### config.mk
export PLATFORM = sky130hd
export DESIGN_NAME = control_sequencer_flat
export DESIGN_NICKNAME = d
export VERILOG_FILES = /design/src/rtl/cpu_ctrl_pkg.sv /design/src/rtl/control_sequencer_if.sv /design/src/rtl/instr_class_decode.sv /design/src/rtl/control_sequencer.sv /design/src/flat_wrapper.sv
export SDC_FILE = /design/constraint.sdc
export NUM_CORES = 1
export LEC_CHECK = 0
export BUFFER_PORTS_ARGS = -buffer_cell sky130_fd_sc_hd__buf_2
export CAP_MARGIN = 5
export CORE_MARGIN = 2
export CORE_UTILIZATION = 45
export DETAILED_ROUTE_END_ITERATION = 10
export PLACE_DENSITY = 0.89
export SLEW_MARGIN = 20
export SYNTH_ARGS = -nofsm -noshare
export SYNTH_HDL_FRONTEND = slang
export SYNTH_SLANG_ARGS = --single-unit
### constraint.sdc
create_clock -name clock -period 3.13 [get_ports clock]
set_input_delay 0.1565 -clock clock [delete_from_list [all_inputs] [get_ports clock]]
set_output_delay 0.1565 -clock clock [all_outputs]
set_load 0.03 [all_outputs]
### src/rtl/cpu_ctrl_pkg.sv
// Shared constants for the hardwired CPU control unit: IR field positions, opcodes,
// ALU codes, instruction classes and the sequencer state encoding.
package cpu_ctrl_pkg;

  localparam int OPC_HI = 31;
  localparam int OPC_LO = 27;
  localparam int RA_HI  = 26;
  localparam int RA_LO  = 23;
  localparam int RB_HI  = 22;
  localparam int RB_LO  = 19;
  localparam int RC_HI  = 18;
  localparam int RC_LO  = 15;

  localparam logic [4:0] OP_LD   = 5'd0;
  localparam logic [4:0] OP_ST   = 5'd1;
  localparam logic [4:0] OP_ADD  = 5'd2;
  localparam logic [4:0] OP_SUB  = 5'd3;
  localparam logic [4:0] OP_AND  = 5'd4;
  localparam logic [4:0] OP_OR   = 5'd5;
  localparam logic [4:0] OP_SHR  = 5'd6;
  localparam logic [4:0] OP_SHRA = 5'd7;
  localparam logic [4:0] OP_SHL  = 5'd8;
  localparam logic [4:0] OP_ROR  = 5'd9;
  localparam logic [4:0] OP_ROL  = 5'd10;
  localparam logic [4:0] OP_NEG  = 5'd11;
  localparam logic [4:0] OP_NOT  = 5'd12;
  localparam logic [4:0] OP_MUL  = 5'd13;
  localparam logic [4:0] OP_DIV  = 5'd14;
  localparam logic [4:0] OP_MFHI = 5'd15;
  localparam logic [4:0] OP_MFLO = 5'd16;
  localparam logic [4:0] OP_IN   = 5'd17;
  localparam logic [4:0] OP_OUT  = 5'd18;
  localparam logic [4:0] OP_NOP  = 5'd19;
  localparam logic [4:0] OP_HALT = 5'd20;

  typedef enum logic [3:0] {
    ALU_ADD  = 4'd0,
    ALU_SUB  = 4'd1,
    ALU_AND  = 4'd2,
    ALU_OR   = 4'd3,
    ALU_SHR  = 4'd4,
    ALU_SHRA = 4'd5,
    ALU_SHL  = 4'd6,
    ALU_ROR  = 4'd7,
    ALU_ROL  = 4'd8,
    ALU_MUL  = 4'd9,
    ALU_DIV  = 4'd10,
    ALU_NEG  = 4'd11,
    ALU_NOT  = 4'd12,
    ALU_INC  = 4'd13
  } alu_op_t;

  typedef enum logic [3:0] {
    CLS_ALU3,
    CLS_UNARY,
    CLS_MULDIV,
    CLS_LD,
    CLS_ST,
    CLS_MFHI,
    CLS_MFLO,
    CLS_IN,
    CLS_OUT,
    CLS_NOP,
    CLS_HALT
  } instr_class_t;

  typedef enum logic [3:0] {
    ST_F0,
    ST_F1,
    ST_F2,
    ST_F3,
    ST_E0,
    ST_E1,
    ST_E2,
    ST_E3,
    ST_HALT
  } state_t;

endpackage

### src/rtl/control_sequencer_if.sv
// Control bundle between sequencer (master) and datapath (slave): IR/mem_ready in,
// every datapath strobe out. Single cycle, no backpressure beyond mem_ready.
interface control_sequencer_if;
  logic [31:0] ir;
  logic        mem_ready;
  logic        PCin, PCout, IRin, MARin;
  logic        MDRin, MDRout, read, mem_write;
  logic        HIin, HIout, LOin, LOout;
  logic        Yin, Zin, ZHighout, ZLowout;
  logic        InPortout, OutPortin;
  logic        Rin, Rout;
  logic [3:0]  reg_select;
  logic [3:0]  ALU_operation;
  logic        run;

  modport master (
    input  ir, mem_ready,
    output PCin, PCout, IRin, MARin, MDRin, MDRout, read, mem_write,
    output HIin, HIout, LOin, LOout, Yin, Zin, ZHighout, ZLowout,
    output InPortout, OutPortin, Rin, Rout, reg_select, ALU_operation, run
  );

  modport slave (
    output ir, mem_ready,
    input  PCin, PCout, IRin, MARin, MDRin, MDRout, read, mem_write,
    input  HIin, HIout, LOin, LOout, Yin, Zin, ZHighout, ZLowout,
    input  InPortout, OutPortin, Rin, Rout, reg_select, ALU_operation, run
  );
endinterface

### src/rtl/instr_class_decode.sv
// Combinational opcode classifier: opcode -> instruction class and ALU code.
// Zero latency, no backpressure; unused opcodes classify as nop.
module instr_class_decode
  import cpu_ctrl_pkg::*;
(
  input  logic [4:0]   opcode,
  output instr_class_t iclass,
  output alu_op_t      alu_op
);

  always_comb begin
    iclass = CLS_NOP;
    alu_op = ALU_ADD;
    case (opcode)
      OP_LD:   iclass = CLS_LD;
      OP_ST:   iclass = CLS_ST;
      OP_ADD:  begin iclass = CLS_ALU3;   alu_op = ALU_ADD;  end
      OP_SUB:  begin iclass = CLS_ALU3;   alu_op = ALU_SUB;  end
      OP_AND:  begin iclass = CLS_ALU3;   alu_op = ALU_AND;  end
      OP_OR:   begin iclass = CLS_ALU3;   alu_op = ALU_OR;   end
      OP_SHR:  begin iclass = CLS_ALU3;   alu_op = ALU_SHR;  end
      OP_SHRA: begin iclass = CLS_ALU3;   alu_op = ALU_SHRA; end
      OP_SHL:  begin iclass = CLS_ALU3;   alu_op = ALU_SHL;  end
      OP_ROR:  begin iclass = CLS_ALU3;   alu_op = ALU_ROR;  end
      OP_ROL:  begin iclass = CLS_ALU3;   alu_op = ALU_ROL;  end
      OP_NEG:  begin iclass = CLS_UNARY;  alu_op = ALU_NEG;  end
      OP_NOT:  begin iclass = CLS_UNARY;  alu_op = ALU_NOT;  end
      OP_MUL:  begin iclass = CLS_MULDIV; alu_op = ALU_MUL;  end
      OP_DIV:  begin iclass = CLS_MULDIV; alu_op = ALU_DIV;  end
      OP_MFHI: iclass = CLS_MFHI;
      OP_MFLO: iclass = CLS_MFLO;
      OP_IN:   iclass = CLS_IN;
      OP_OUT:  iclass = CLS_OUT;
      OP_HALT: iclass = CLS_HALT;
      default: iclass = CLS_NOP;
    endcase
  end

endmodule

### src/rtl/control_sequencer.sv
// Hardwired fetch/execute sequencer: Moore strobes decoded from state and IR, one step
// per cycle; memory steps stall on mem_ready, HALT holds until clear.
module control_sequencer
  import cpu_ctrl_pkg::*;
(
  input  logic                clock,
  input  logic                clear,
  control_sequencer_if.master bus
);

  state_t       state;
  instr_class_t iclass;
  alu_op_t      alu_op;
  logic [3:0]   ra, rb, rc;
  logic         mem_wait;
  logic         last_step;
  logic         unused_ir_bits;

  assign ra = bus.ir[RA_HI:RA_LO];
  assign rb = bus.ir[RB_HI:RB_LO];
  assign rc = bus.ir[RC_HI:RC_LO];
  assign unused_ir_bits = ^bus.ir[RC_LO-1:0];

  instr_class_decode u_decode (
    .opcode (bus.ir[OPC_HI:OPC_LO]),
    .iclass (iclass),
    .alu_op (alu_op)
  );

  // Steps that stall on memory; the IR only matters once we are in E-steps.
  assign mem_wait = (state == ST_F2)
                 || (state == ST_E1 && iclass == CLS_LD)
                 || (state == ST_E2 && iclass == CLS_ST);

  always_comb begin
    last_step = 1'b0;
    case (iclass)
      CLS_ALU3, CLS_LD, CLS_ST: last_step = (state == ST_E2);
      CLS_UNARY:                last_step = (state == ST_E1);
      CLS_MULDIV:               last_step = (state == ST_E3);
      default:                  last_step = (state == ST_E0);
    endcase
  end

  always_ff @(posedge clock) begin
    if (clear) begin
      state <= ST_F0;
    end else if (mem_wait && !bus.mem_ready) begin
      state <= state;
    end else if (last_step) begin
      state <= (iclass == CLS_HALT) ? ST_HALT : ST_F0;
    end else begin
      case (state)
        ST_F0:   state <= ST_F1;
        ST_F1:   state <= ST_F2;
        ST_F2:   state <= ST_F3;
        ST_F3:   state <= ST_E0;
        ST_E0:   state <= ST_E1;
        ST_E1:   state <= ST_E2;
        ST_E2:   state <= ST_E3;
        ST_HALT: state <= ST_HALT;
        default: state <= ST_F0;
      endcase
    end
  end

  always_comb begin
    bus.PCin = 1'b0;      bus.PCout = 1'b0;     bus.IRin = 1'b0;      bus.MARin = 1'b0;
    bus.MDRin = 1'b0;     bus.MDRout = 1'b0;    bus.read = 1'b0;      bus.mem_write = 1'b0;
    bus.HIin = 1'b0;      bus.HIout = 1'b0;     bus.LOin = 1'b0;      bus.LOout = 1'b0;
    bus.Yin = 1'b0;       bus.Zin = 1'b0;       bus.ZHighout = 1'b0;  bus.ZLowout = 1'b0;
    bus.InPortout = 1'b0; bus.OutPortin = 1'b0; bus.Rin = 1'b0;       bus.Rout = 1'b0;
    bus.reg_select = 4'd0;
    bus.ALU_operation = ALU_ADD;
    bus.run = !clear && (state != ST_HALT);
    if (!clear) begin
      case (state)
        ST_F0: begin bus.PCout = 1'b1; bus.MARin = 1'b1; bus.ALU_operation = ALU_INC; bus.Zin = 1'b1; end
        ST_F1: begin bus.ZLowout = 1'b1; bus.PCin = 1'b1; end
        ST_F2: begin bus.read = 1'b1; bus.MDRin = 1'b1; end
        ST_F3: begin bus.MDRout = 1'b1; bus.IRin = 1'b1; end
        ST_E0: begin
          case (iclass)
            CLS_ALU3:   begin bus.Rout = 1'b1; bus.reg_select = rb; bus.Yin = 1'b1; end
            CLS_UNARY:  begin bus.Rout = 1'b1; bus.reg_select = rb; bus.ALU_operation = alu_op; bus.Zin = 1'b1; end
            CLS_MULDIV: begin bus.Rout = 1'b1; bus.reg_select = ra; bus.Yin = 1'b1; end
            CLS_LD,
            CLS_ST:     begin bus.Rout = 1'b1; bus.reg_select = rb; bus.MARin = 1'b1; end
            CLS_MFHI:   begin bus.HIout = 1'b1; bus.Rin = 1'b1; bus.reg_select = ra; end
            CLS_MFLO:   begin bus.LOout = 1'b1; bus.Rin = 1'b1; bus.reg_select = ra; end
            CLS_IN:     begin bus.InPortout = 1'b1; bus.Rin = 1'b1; bus.reg_select = ra; end
            CLS_OUT:    begin bus.Rout = 1'b1; bus.reg_select = ra; bus.OutPortin = 1'b1; end
            default:    ;
          endcase
        end
        ST_E1: begin
          case (iclass)
            CLS_ALU3:   begin bus.Rout = 1'b1; bus.reg_select = rc; bus.ALU_operation = alu_op; bus.Zin = 1'b1; end
            CLS_UNARY:  begin bus.ZLowout = 1'b1; bus.Rin = 1'b1; bus.reg_select = ra; end
            CLS_MULDIV: begin bus.Rout = 1'b1; bus.reg_select = rb; bus.ALU_operation = alu_op; bus.Zin = 1'b1; end
            CLS_LD:     begin bus.read = 1'b1; bus.MDRin = 1'b1; end
            CLS_ST:     begin bus.Rout = 1'b1; bus.reg_select = ra; bus.MDRin = 1'b1; end
            default:    ;
          endcase
        end
        ST_E2: begin
          case (iclass)
            CLS_ALU3:   begin bus.ZLowout = 1'b1; bus.Rin = 1'b1; bus.reg_select = ra; end
            CLS_MULDIV: begin bus.ZLowout = 1'b1; bus.LOin = 1'b1; end
            CLS_LD:     begin bus.MDRout = 1'b1; bus.Rin = 1'b1; bus.reg_select = ra; end
            CLS_ST:     bus.mem_write = 1'b1;
            default:    ;
          endcase
        end
        ST_E3: begin
          if (iclass == CLS_MULDIV) begin
            bus.ZHighout = 1'b1;
            bus.HIin = 1'b1;
          end
        end
        default: ;
      endcase
    end
  end

endmodule

### src/flat_wrapper.sv
// flat-port wrapper written by rule: the top's interface ports become plain ports
module control_sequencer_flat import cpu_ctrl_pkg::*;
  (clock, clear, bus_ir, bus_mem_ready, bus_PCin, bus_PCout, bus_IRin, bus_MARin, bus_MDRin, bus_MDRout, bus_read, bus_mem_write, bus_HIin, bus_HIout, bus_LOin, bus_LOout, bus_Yin, bus_Zin, bus_ZHighout, bus_ZLowout, bus_InPortout, bus_OutPortin, bus_Rin, bus_Rout, bus_reg_select, bus_ALU_operation, bus_run);
  control_sequencer_if bus_i ();
  input  logic clock;
  input  logic clear;
  input wire logic [$bits(bus_i.ir)-1:0] bus_ir;
  input wire logic [$bits(bus_i.mem_ready)-1:0] bus_mem_ready;
  output wire logic [$bits(bus_i.PCin)-1:0] bus_PCin;
  output wire logic [$bits(bus_i.PCout)-1:0] bus_PCout;
  output wire logic [$bits(bus_i.IRin)-1:0] bus_IRin;
  output wire logic [$bits(bus_i.MARin)-1:0] bus_MARin;
  output wire logic [$bits(bus_i.MDRin)-1:0] bus_MDRin;
  output wire logic [$bits(bus_i.MDRout)-1:0] bus_MDRout;
  output wire logic [$bits(bus_i.read)-1:0] bus_read;
  output wire logic [$bits(bus_i.mem_write)-1:0] bus_mem_write;
  output wire logic [$bits(bus_i.HIin)-1:0] bus_HIin;
  output wire logic [$bits(bus_i.HIout)-1:0] bus_HIout;
  output wire logic [$bits(bus_i.LOin)-1:0] bus_LOin;
  output wire logic [$bits(bus_i.LOout)-1:0] bus_LOout;
  output wire logic [$bits(bus_i.Yin)-1:0] bus_Yin;
  output wire logic [$bits(bus_i.Zin)-1:0] bus_Zin;
  output wire logic [$bits(bus_i.ZHighout)-1:0] bus_ZHighout;
  output wire logic [$bits(bus_i.ZLowout)-1:0] bus_ZLowout;
  output wire logic [$bits(bus_i.InPortout)-1:0] bus_InPortout;
  output wire logic [$bits(bus_i.OutPortin)-1:0] bus_OutPortin;
  output wire logic [$bits(bus_i.Rin)-1:0] bus_Rin;
  output wire logic [$bits(bus_i.Rout)-1:0] bus_Rout;
  output wire logic [$bits(bus_i.reg_select)-1:0] bus_reg_select;
  output wire logic [$bits(bus_i.ALU_operation)-1:0] bus_ALU_operation;
  output wire logic [$bits(bus_i.run)-1:0] bus_run;
  assign bus_i.ir = bus_ir;
  assign bus_i.mem_ready = bus_mem_ready;
  assign bus_PCin = bus_i.PCin;
  assign bus_PCout = bus_i.PCout;
  assign bus_IRin = bus_i.IRin;
  assign bus_MARin = bus_i.MARin;
  assign bus_MDRin = bus_i.MDRin;
  assign bus_MDRout = bus_i.MDRout;
  assign bus_read = bus_i.read;
  assign bus_mem_write = bus_i.mem_write;
  assign bus_HIin = bus_i.HIin;
  assign bus_HIout = bus_i.HIout;
  assign bus_LOin = bus_i.LOin;
  assign bus_LOout = bus_i.LOout;
  assign bus_Yin = bus_i.Yin;
  assign bus_Zin = bus_i.Zin;
  assign bus_ZHighout = bus_i.ZHighout;
  assign bus_ZLowout = bus_i.ZLowout;
  assign bus_InPortout = bus_i.InPortout;
  assign bus_OutPortin = bus_i.OutPortin;
  assign bus_Rin = bus_i.Rin;
  assign bus_Rout = bus_i.Rout;
  assign bus_reg_select = bus_i.reg_select;
  assign bus_ALU_operation = bus_i.ALU_operation;
  assign bus_run = bus_i.run;
  control_sequencer u_core (.clock(clock), .clear(clear), .bus(bus_i));
endmodule
# == Yosys cells after proc, flatten, opt, wreduce, memory -nomap -nowiden ==
# Memories as Yosys holds them, arrays and structs flattened. A register that Yosys moved wholly into a read port is not among the register bits.
# Index checks and enable logic that the tools add are counted.
# word_totals
n_memories,1
romBits,64
word_cells,130
reg_bits,4
latchBits,0
mem_bits_rw,0
out_inout_bits,29
# memory_table
memory,words,word_bits,rd,rd_clocked_by_memory_dff,write_ports,line,text
(name not given),16,4,1,1,0,control_sequencer.sv:53,case (state)
# op_classes
reduce_logical,24
shifts,0
order_cmp,0
mux,68
n_div,0
n_eq_ne,36
n_addsub,0
bitwise,0
n_mul,0
# ops
op,count
$pmux 4 s12,1
$mux 1,44
$eq 5x4->1 const B,8
$pmux 4 s10,1
$mux 4,9
$pmux 4 s3,3
$eq 4x3->1 const B,8
$eq 5x3->1 const B,4
$eq 5x5->1 const B,4
$eq 4x2->1 const B,4
$pmux 1 s3,4
$reduce_or 2->1,6
$eq 5x2->1 const B,2
$pmux 1 s2,5
$reduce_or 3->1,3
$reduce_or 9->1,1
$eq 4x1->1 const B,2
$eq 4x4->1 const B,2
$logic_not 4->1,2
$pmux 4 s2,1
$reduce_or 6->1,1
$eq 5x1->1 const B,1
$logic_not 5->1,1
$reduce_or 5->1,1
other kinds (5),10

# == Logic depth before layout (Yosys ltp) ==
# Gate-level depths: netlist of the first run.
# logic_depth
ltp_word,10
ltp_mapped,9

# == By module ==
# From an unflattened synthesis of the first run, not the netlist that was laid out.
# hier_totals
hier_cells,205
area_unflattened_um2,1402.6
# by_module_without_submodules
module,cells_per_inst,area_each_um2,n_inst
control_sequencer,167,1162.4,1
instr_class_decode,38,240.2,1

# == Least setup slack after synthesis of the first run ==
# OpenSTA, ideal clock, no wires.
# synth_timing
kind,register to output
startpoint,register u_core.state[2]
endpoint,output bus_ALU_operation[1]
path_buffers,1
setup_slack_ps,593
path_stages_with_launch,5
arrival_ps,2381
path_cell_list,dfxtp_1 -> or3_1 -> or3_1 -> clkbuf_1 -> a2111oi_1
# synth_via
elab_chain_len,3
word_cells_on_any_way,5
classes_between,2 x eq/ne; 2 x mux; 1 x reduce/logical
# synth_rtl
element,line,text
from (decl),control_sequencer.sv:11,state_t state;
from (signal assigned),control_sequencer.sv:49,state <= state;
from (signal assigned),control_sequencer.sv:51,state <= (iclass == CLS_HALT) ? ST_HALT : ST_F0;
$eq 4x3->1 or $logic_not 4->1 (tied branches),control_sequencer.sv:77,case (state)
$pmux 4 s3 (*),control_sequencer.sv:77,
$mux 4 (*),control_sequencer.sv:76,if (!clear) begin
to (decl),flat_wrapper.sv:30,output wire logic [$bits(bus_i.ALU_operation)-1:0] bus_ALU_operation;
# Mark *: on every way between the ends. The rest lies on a longest branch, timed or not.

==> results of run 1 <==
==> through the flow <==
step                      total power [mW]  util [%]  hold slack, ns  setup WS [ns]
after floorplan                      0.456         -           0.347          0.593
after global placement               0.536      55.0           0.504          0.431
after detailed placement             0.548      55.0           0.525          0.320
after CTS                            0.626      55.8           0.266          0.304
after global routing                 0.671      55.8           0.292          0.111
final                                0.625      55.8           0.280          0.284
==> where the power goes <==
group / internal [mW] / switching [mW] / leakage [nW]
Clock: 0.0436 / 0.0314 / 0.0138
Combinational: 0.139 / 0.237 / 0.572
Sequential: 0.129 / 0.0452 / 0.0660
Total: 0.311 / 0.314 / 0.652
==> area by class of cell <==
cell class,count,area [sq um]
fill,273,1230
multi-input combinational,163,1050
timing repair buffer,50,255
sequential,8,160
tap,31,38.8
clock buffer,3,22.5
inverter,6,22.5
==> how the worst max path moves through the flow <==
stage                    startpoint                   end  cells after the start
global placement    u_core.state[1]              register                      8
global route        u_core.state[1]              register                      8
finish              u_core.state[1]              register                      8
floorplan           u_core.state[2]  bus_ALU_operation[1]                      4
detailed placement  u_core.state[1]              register                      8
CTS                 u_core.state[1]              register                      8
==> cells in the final DEF (no fill, tap or decap), types with 3 or more instances in the layout <==
master,n
buf_2,48
nor2_1,22
a21oi_1,18
nand2_1,16
o21ai_0,8
dfxtp_1,8
inv_1,6
nor3_1,6
a22oi_1,6
or3_1,5
nor2b_1,5
nand2b_1,4
and2_1,4
o31ai_1,4
nand3_1,4
or2_2,3
nand3b_1,3
and3_1,3
nor4_1,3
mux2i_1,3
xnor2_1,3
nand4_1,3
a211oi_1,3
a31oi_1,3
nor3b_1,3
clkbuf_4,3
==> cells by family after synthesis <==
kind of cell	after synthesis	synth area share, %
xor+xnor	4	2.65
fa+ha+maj	1	0.947
mux	3	2.27
flops	8	12.1
buf+inv	23	8.14
simple gates	96	43.8
compound gates	59	30.0
==> routing by layer <==
layer  track usage (%)  vias up  wire [um]
met5                 0        -          0
met4              8.31        0         17
met3              2.23        2        350
met2              33.0       86       1760
met1              27.5      726       1490
li1                  -      791          -
==> metrics.csv, run 1 <==
stage,metric,value,unit
floorplanning,die_x,58.2,um
setup_path,crit_chain,"nor4bb_4, a31oi_2, a21o_1, a31oi_1, nor2_1, ha_1, or4_1, a32oi_1",
clock_network,cts_setup_buffers,0,
global_routing,grt_max_degree,28,
routing,ant_nets,0,
timing,hold_violations,0,
synth,synth.largest_area_cell,dfxtp_1,
routing,vias_per_cell,6.15,
global_routing,grtUsageTotal,20.4,%
synth,synthFlopType,dfxtp_1,
floorplanning,start_util,47.5,%
synth,avgSynthCellArea,6.81,sq um
min_path,hp-start,clear,
place,post_dp_cell_area,1530,sq um
clock_network,numCtsBuffers,3,
place,globalplace.congestion,0.920,
finish,nNetsFinal,268,
min_path,min_to,u_core.state[0],
clock_network,ctsHoldBuffers,0,
setup_path,rr_startpoint,u_core.state[1],
timing,tns,0,ns
routing,drt_wl_total,3.62,mm
synth,syn_nets,230,
timing,fmax,351,MHz
clock_network,cts_max_level,1,
setup_path,cp-end-kind,register,
clock_network,clockBufferDepth,2,
clock_network,cts_root_buf,clkbuf_4,
pwr,power_density,403,nW/um^2
finish,num_antenna_cells,0,
global_routing,grt_antenna_before_repair,0,
floorplanning,die_h,58.2,um
floorplanning,ioPinCount,64,
timing,slew_headroom,67.3,%
pwr,irDropWorstVdd,400,uV
finish,stdcell_area,1550,sq um
status,outcome,finished clean,
floorplanning,die-area,3390,sq um
setup_path,start_kind,register,
place,post-dp-hpwl,2.65,mm
setup_path,criticalPathCategory,reg -> reg,
setup_path,cp_slowest_stage_delay,0.59,ns
floorplanning,fp-row-count,19,
routing,drcViolationCount,0,
synth,synthTopCellsByArea,"dfxtp_1 (12%), a21oi_1 (6.8%), nor2_1 (6.3%), nand2_1 (4.5%), a22oi_1 (3.4%)",
clock_network,clock_sinks,8,
min_path,hold_path.class,in -> reg,
synth,postSynthCellCount,194,
routing,vias,1605,
setup_path,r2r_cells,8,
synth,synth.top_cell.area_share,12.1,%
clock_network,cts_resized,0,
timing,min_period_over_period,90.9,%
synth,ys_types,55,
synth,syn_area,1320,sq um
place,place_inst,258,
setup_path,path_buf_inv,0,
setup_path,crit_family,simple AND/OR/NAND/NOR gates,
finish,stdcell_count,261,
place,numPortBuffers,48,
synth,synth_edf_count,0,
timing,setup_viol,0,
global_routing,grt_pass1_vias,1303,
synth,synth_top_cells_by_count,"nor2_1 (22), a21oi_1 (18), nand2_1 (16)",
synth,ys_ff_latch,8,
floorplanning,coreArea,2780,sq um
routing,detail_route.wl_per_cell,13.9,um
setup_path,r2r_setup_slack,0.28,ns
synth,synth-seq-area-share,12.1,%
clock_network,path_clk_slew,0.05,ns
setup_path,critPathMaxFanout,14,
clock_network,cts_tree,done,
routing,first_iter_violations,107,
timing,rsz0062_at_grt,false,
run,drv_cap,0,
timing,drv_slew,0,
routing,drtPass1Iterations,4,
min_path,min_path_cells,2,
finish,area_growth,17.5,%
timing,worst_pin_slew,0.489,ns
finish,drive_above_1_share,28.3,%
global_routing,grt_first_pass_wirelength,5.62,mm
global_routing,overflow,0,
synth,synthArstFlopShare,0,%
synth,yosys_warnings,0,
setup_path,crit_required,3.30,ns
pwr,cellLeakagePower,0.652,nW
timing,period_minus_slack,2.85,ns
clock_network,clk_latency,0.25,ns
setup_path,slowest_stage,dfxtp_1,
setup_path,arrival,3.01,ns
synth,yosys.cell_count.top_type,nor2_1,
timing,finClkSkew,0.00249,ns
Power figures use the tool's default switching activity.
==> run 2, diff against run 1 <==
- PLACE_DENSITY: 0.89 -> 0.88
- SYNTH_HIERARCHICAL: unset -> 1
==> metrics.csv, run 2 <==
stage,metric,value,unit
status,outcome,finished clean,
pwr,irDropWorstVdd,155,uV
place,post-dp-hpwl,2.70,mm
timing,min_period_over_period,87.2,%
synth,syn_nets,241,
floorplanning,fp-row-count,20,
timing,setup_viol,0,
finish,layout_commonest_cell,buf_2,
synth,ys_types,56,
synth,synth_edf_count,0,
synth,synthTopCellsByArea,"dfxtp_1 (11%), nor2_1 (6.4%), a21oi_1 (5.0%), o21ai_0 (4.3%), nand2_1 (4.3%)",
clock_network,cts_root_buf,clkbuf_4,
finish,layout_common_cells,"buf_2 (48), nor2_1 (24), nand2_1 (16), a21oi_1 (14), o21ai_0 (12)",
setup_path,crit_required,3.31,ns
synth,synth.top_cell.area_share,11.4,%
synth,synth_xor_area_share,1.25,%
synth,synth-compound-area-share,28.5,%
timing,worst_pin_slew,0.730,ns
global_routing,grtUsageTotal,20.1,%
routing,drtPass1Iterations,5,
pwr,power.share.sequential,28.7,%
clock_network,cts_setup_buffers,0,
setup_path,crit_chain,"buf_2, nand2b_1, o21ai_0, a221o_1, or4b_4, or2_4, a21o_4, a31oi_1, nor2_1, ha_1, nor3_4, a21oi_2, a2bb2oi_2",
synth,yosys.area_share.adder,0.892,%
routing,drcViolationCount,0,
synth,postSynthCellCount,205,
setup_path,cp_slowest_stage_delay,0.53,ns
floorplanning,die-area,3580,sq um
finish,area_growth,15.3,%
clock_network,numCtsBuffers,3,
finish,num_antenna_cells,0,
synth,synth.mux.area_fraction,2.14,%
synth,synth.largest_area_cell,dfxtp_1,
clock_network,cts_tree,done,
floorplanning,die_x,59.8,um
finish,nNetsFinal,277,
floorplanning,start_util,46.7,%
pwr,power_switching,224,uW
setup_path,slowest_stage,or4b_4,
pwr,power.internal,261,uW
global_routing,grt_antenna_before_repair,0,
clock_network,clk_latency,0.25,ns
pwr,swShare,46.1,%
timing,slew_headroom,50.6,%
global_routing,grt_pass1_vias,1393,
finish,drive_above_1_share,31.8,%
routing,detail_route.wl_per_cell,13.1,um
clock_network,cts_resized,0,
clock_network,path_clk_slew,0.06,ns
synth,synth_top_family_by_area,simple AND/OR/NAND/NOR gates,
global_routing,grt_max_degree,24,
timing,drv_slew,0,
synth,synthArstFlopShare,0,%
global_routing,grt_first_pass_wirelength,5.81,mm
floorplanning,die_h,59.8,um
routing,ant_nets,0,
timing,finClkSkew,0.00392,ns
routing,drt_wl_total,3.56,mm
setup_path,critPathMaxFanout,13,
synth,synth_top_cells_by_count,"nor2_1 (24), nand2_1 (16), a21oi_1 (14)",
floorplanning,ioPinCount,64,
min_path,hold_path.class,in -> reg,
setup_path,start_kind,input port,
routing,vias_per_cell,5.98,
clock_network,clock_sinks,8,
clock_network,clockBufferDepth,2,
global_routing,overflow,0,
clock_network,cts_max_level,1,
synth,syn_area,1400,sq um
synth,synthFlopType,dfxtp_1,
pwr,power_frac_clock,16.1,%
pwr,power_density,300,nW/um^2
run,drv_cap,0,
synth,synth-seq-area-share,11.4,%
pwr,cellLeakagePower,0.658,nW
floorplanning,coreArea,3000,sq um
finish,stdcell_count,272,
pwr,power,484,uW
place,place_inst,269,
timing,tns,0,ns
synth,ys_ff_latch,8,
clock_network,ctsHoldBuffers,0,
timing,rsz0062_at_grt,false,
pwr,combPwrFrac,55.2,%
setup_path,criticalPathCategory,in -> reg,
synth,yosys_warnings,6,
setup_path,arrival,2.91,ns
routing,vias,1626,
synth,avgSynthCellArea,6.84,sq um
setup_path,cp-end-kind,register,
timing,fin_hold_ws,0.230,ns
synth,yosys.area_share.simple,46.2,%
timing,hold_violations,0,
timing,fmax,367,MHz
place,globalplace.congestion,0.881,
synth,yosys.cell_count.top_type,nor2_1,
routing,first_iter_violations,75,
timing,period_minus_slack,2.73,ns
place,numPortBuffers,48,
==> run 2: power by group through the flow <==
| stage | combinational, mW | sequential (mW) | clock [mW] |
|---|---|---|---|
| after floorplan | 0.223 | 0.127 | 0 |
| after global placement | 0.259 | 0.140 | 0 |
| after detailed placement | 0.264 | 0.141 | 0 |
| after CTS | 0.266 | 0.139 | 0.0802 |
| after global routing | 0.292 | 0.142 | 0.0871 |
| final | 0.268 | 0.139 | 0.0779 |
==> run 2: layout make-up <==
cell class	instances	area [sq um]
tap	33	41.3
inverter	2	7.51
multi-input combinational	173	1110
sequential	8	160
clock buffer	3	22.5
fill	307	1390
timing repair buffer	53	278
==> run 2: critical path: cells and delay by family <==
| family | cells | cell delay (ns) |
|---|---|---|
| AO/OA/AOI/OAI | 6 | 1.10 |
| adder cells (fa/ha/maj) | 1 | 0.23 |
| buffers and inverters | 1 | 0.21 |
| AND/OR/NAND/NOR | 5 | 1.20 |
==> run 2: logic make-up after synthesis <==
group,count (synthesis)
XOR/XNOR,2
multiplexers,3
AO/OA/AOI/OAI,58
adder cells (fa/ha/maj),1
buffers and inverters,24
AND/OR/NAND/NOR,109
flip-flops,8
==> run 2: through the flow <==
stage	cell area [sq um]	worst slack [ns]	utilization (%)
finish	1620	0.402	53.8
global route	1620	0.255	53.8
CTS	1620	0.402	53.8
detailed placement	1590	0.158	53.1
global placement	1590	0.185	53.1
floorplan	1400	0.346	-
==> run 2: final timing paths <==
check                   from         endpoint  slack, ns  depth (start not counted)
max               bus_ir[28]         register       0.40                         13
min            bus_mem_ready  u_core/state[2]       0.23                          4
max reg2reg  u_core/state[0]         register       0.57                          9
min reg2reg         register  u_core/state[2]       0.50                          2
==> run 2: per-layer routing <==
metal	part of all wire [%]	track usage (%)	up-vias	wire length [um]
met5	0	0	-	0
li1	-	-	826	-
met2	49	36.3	47	1740
met3	4.8	1.08	0	170
met1	46	26.6	753	1650
met4	0	2.86	0	0
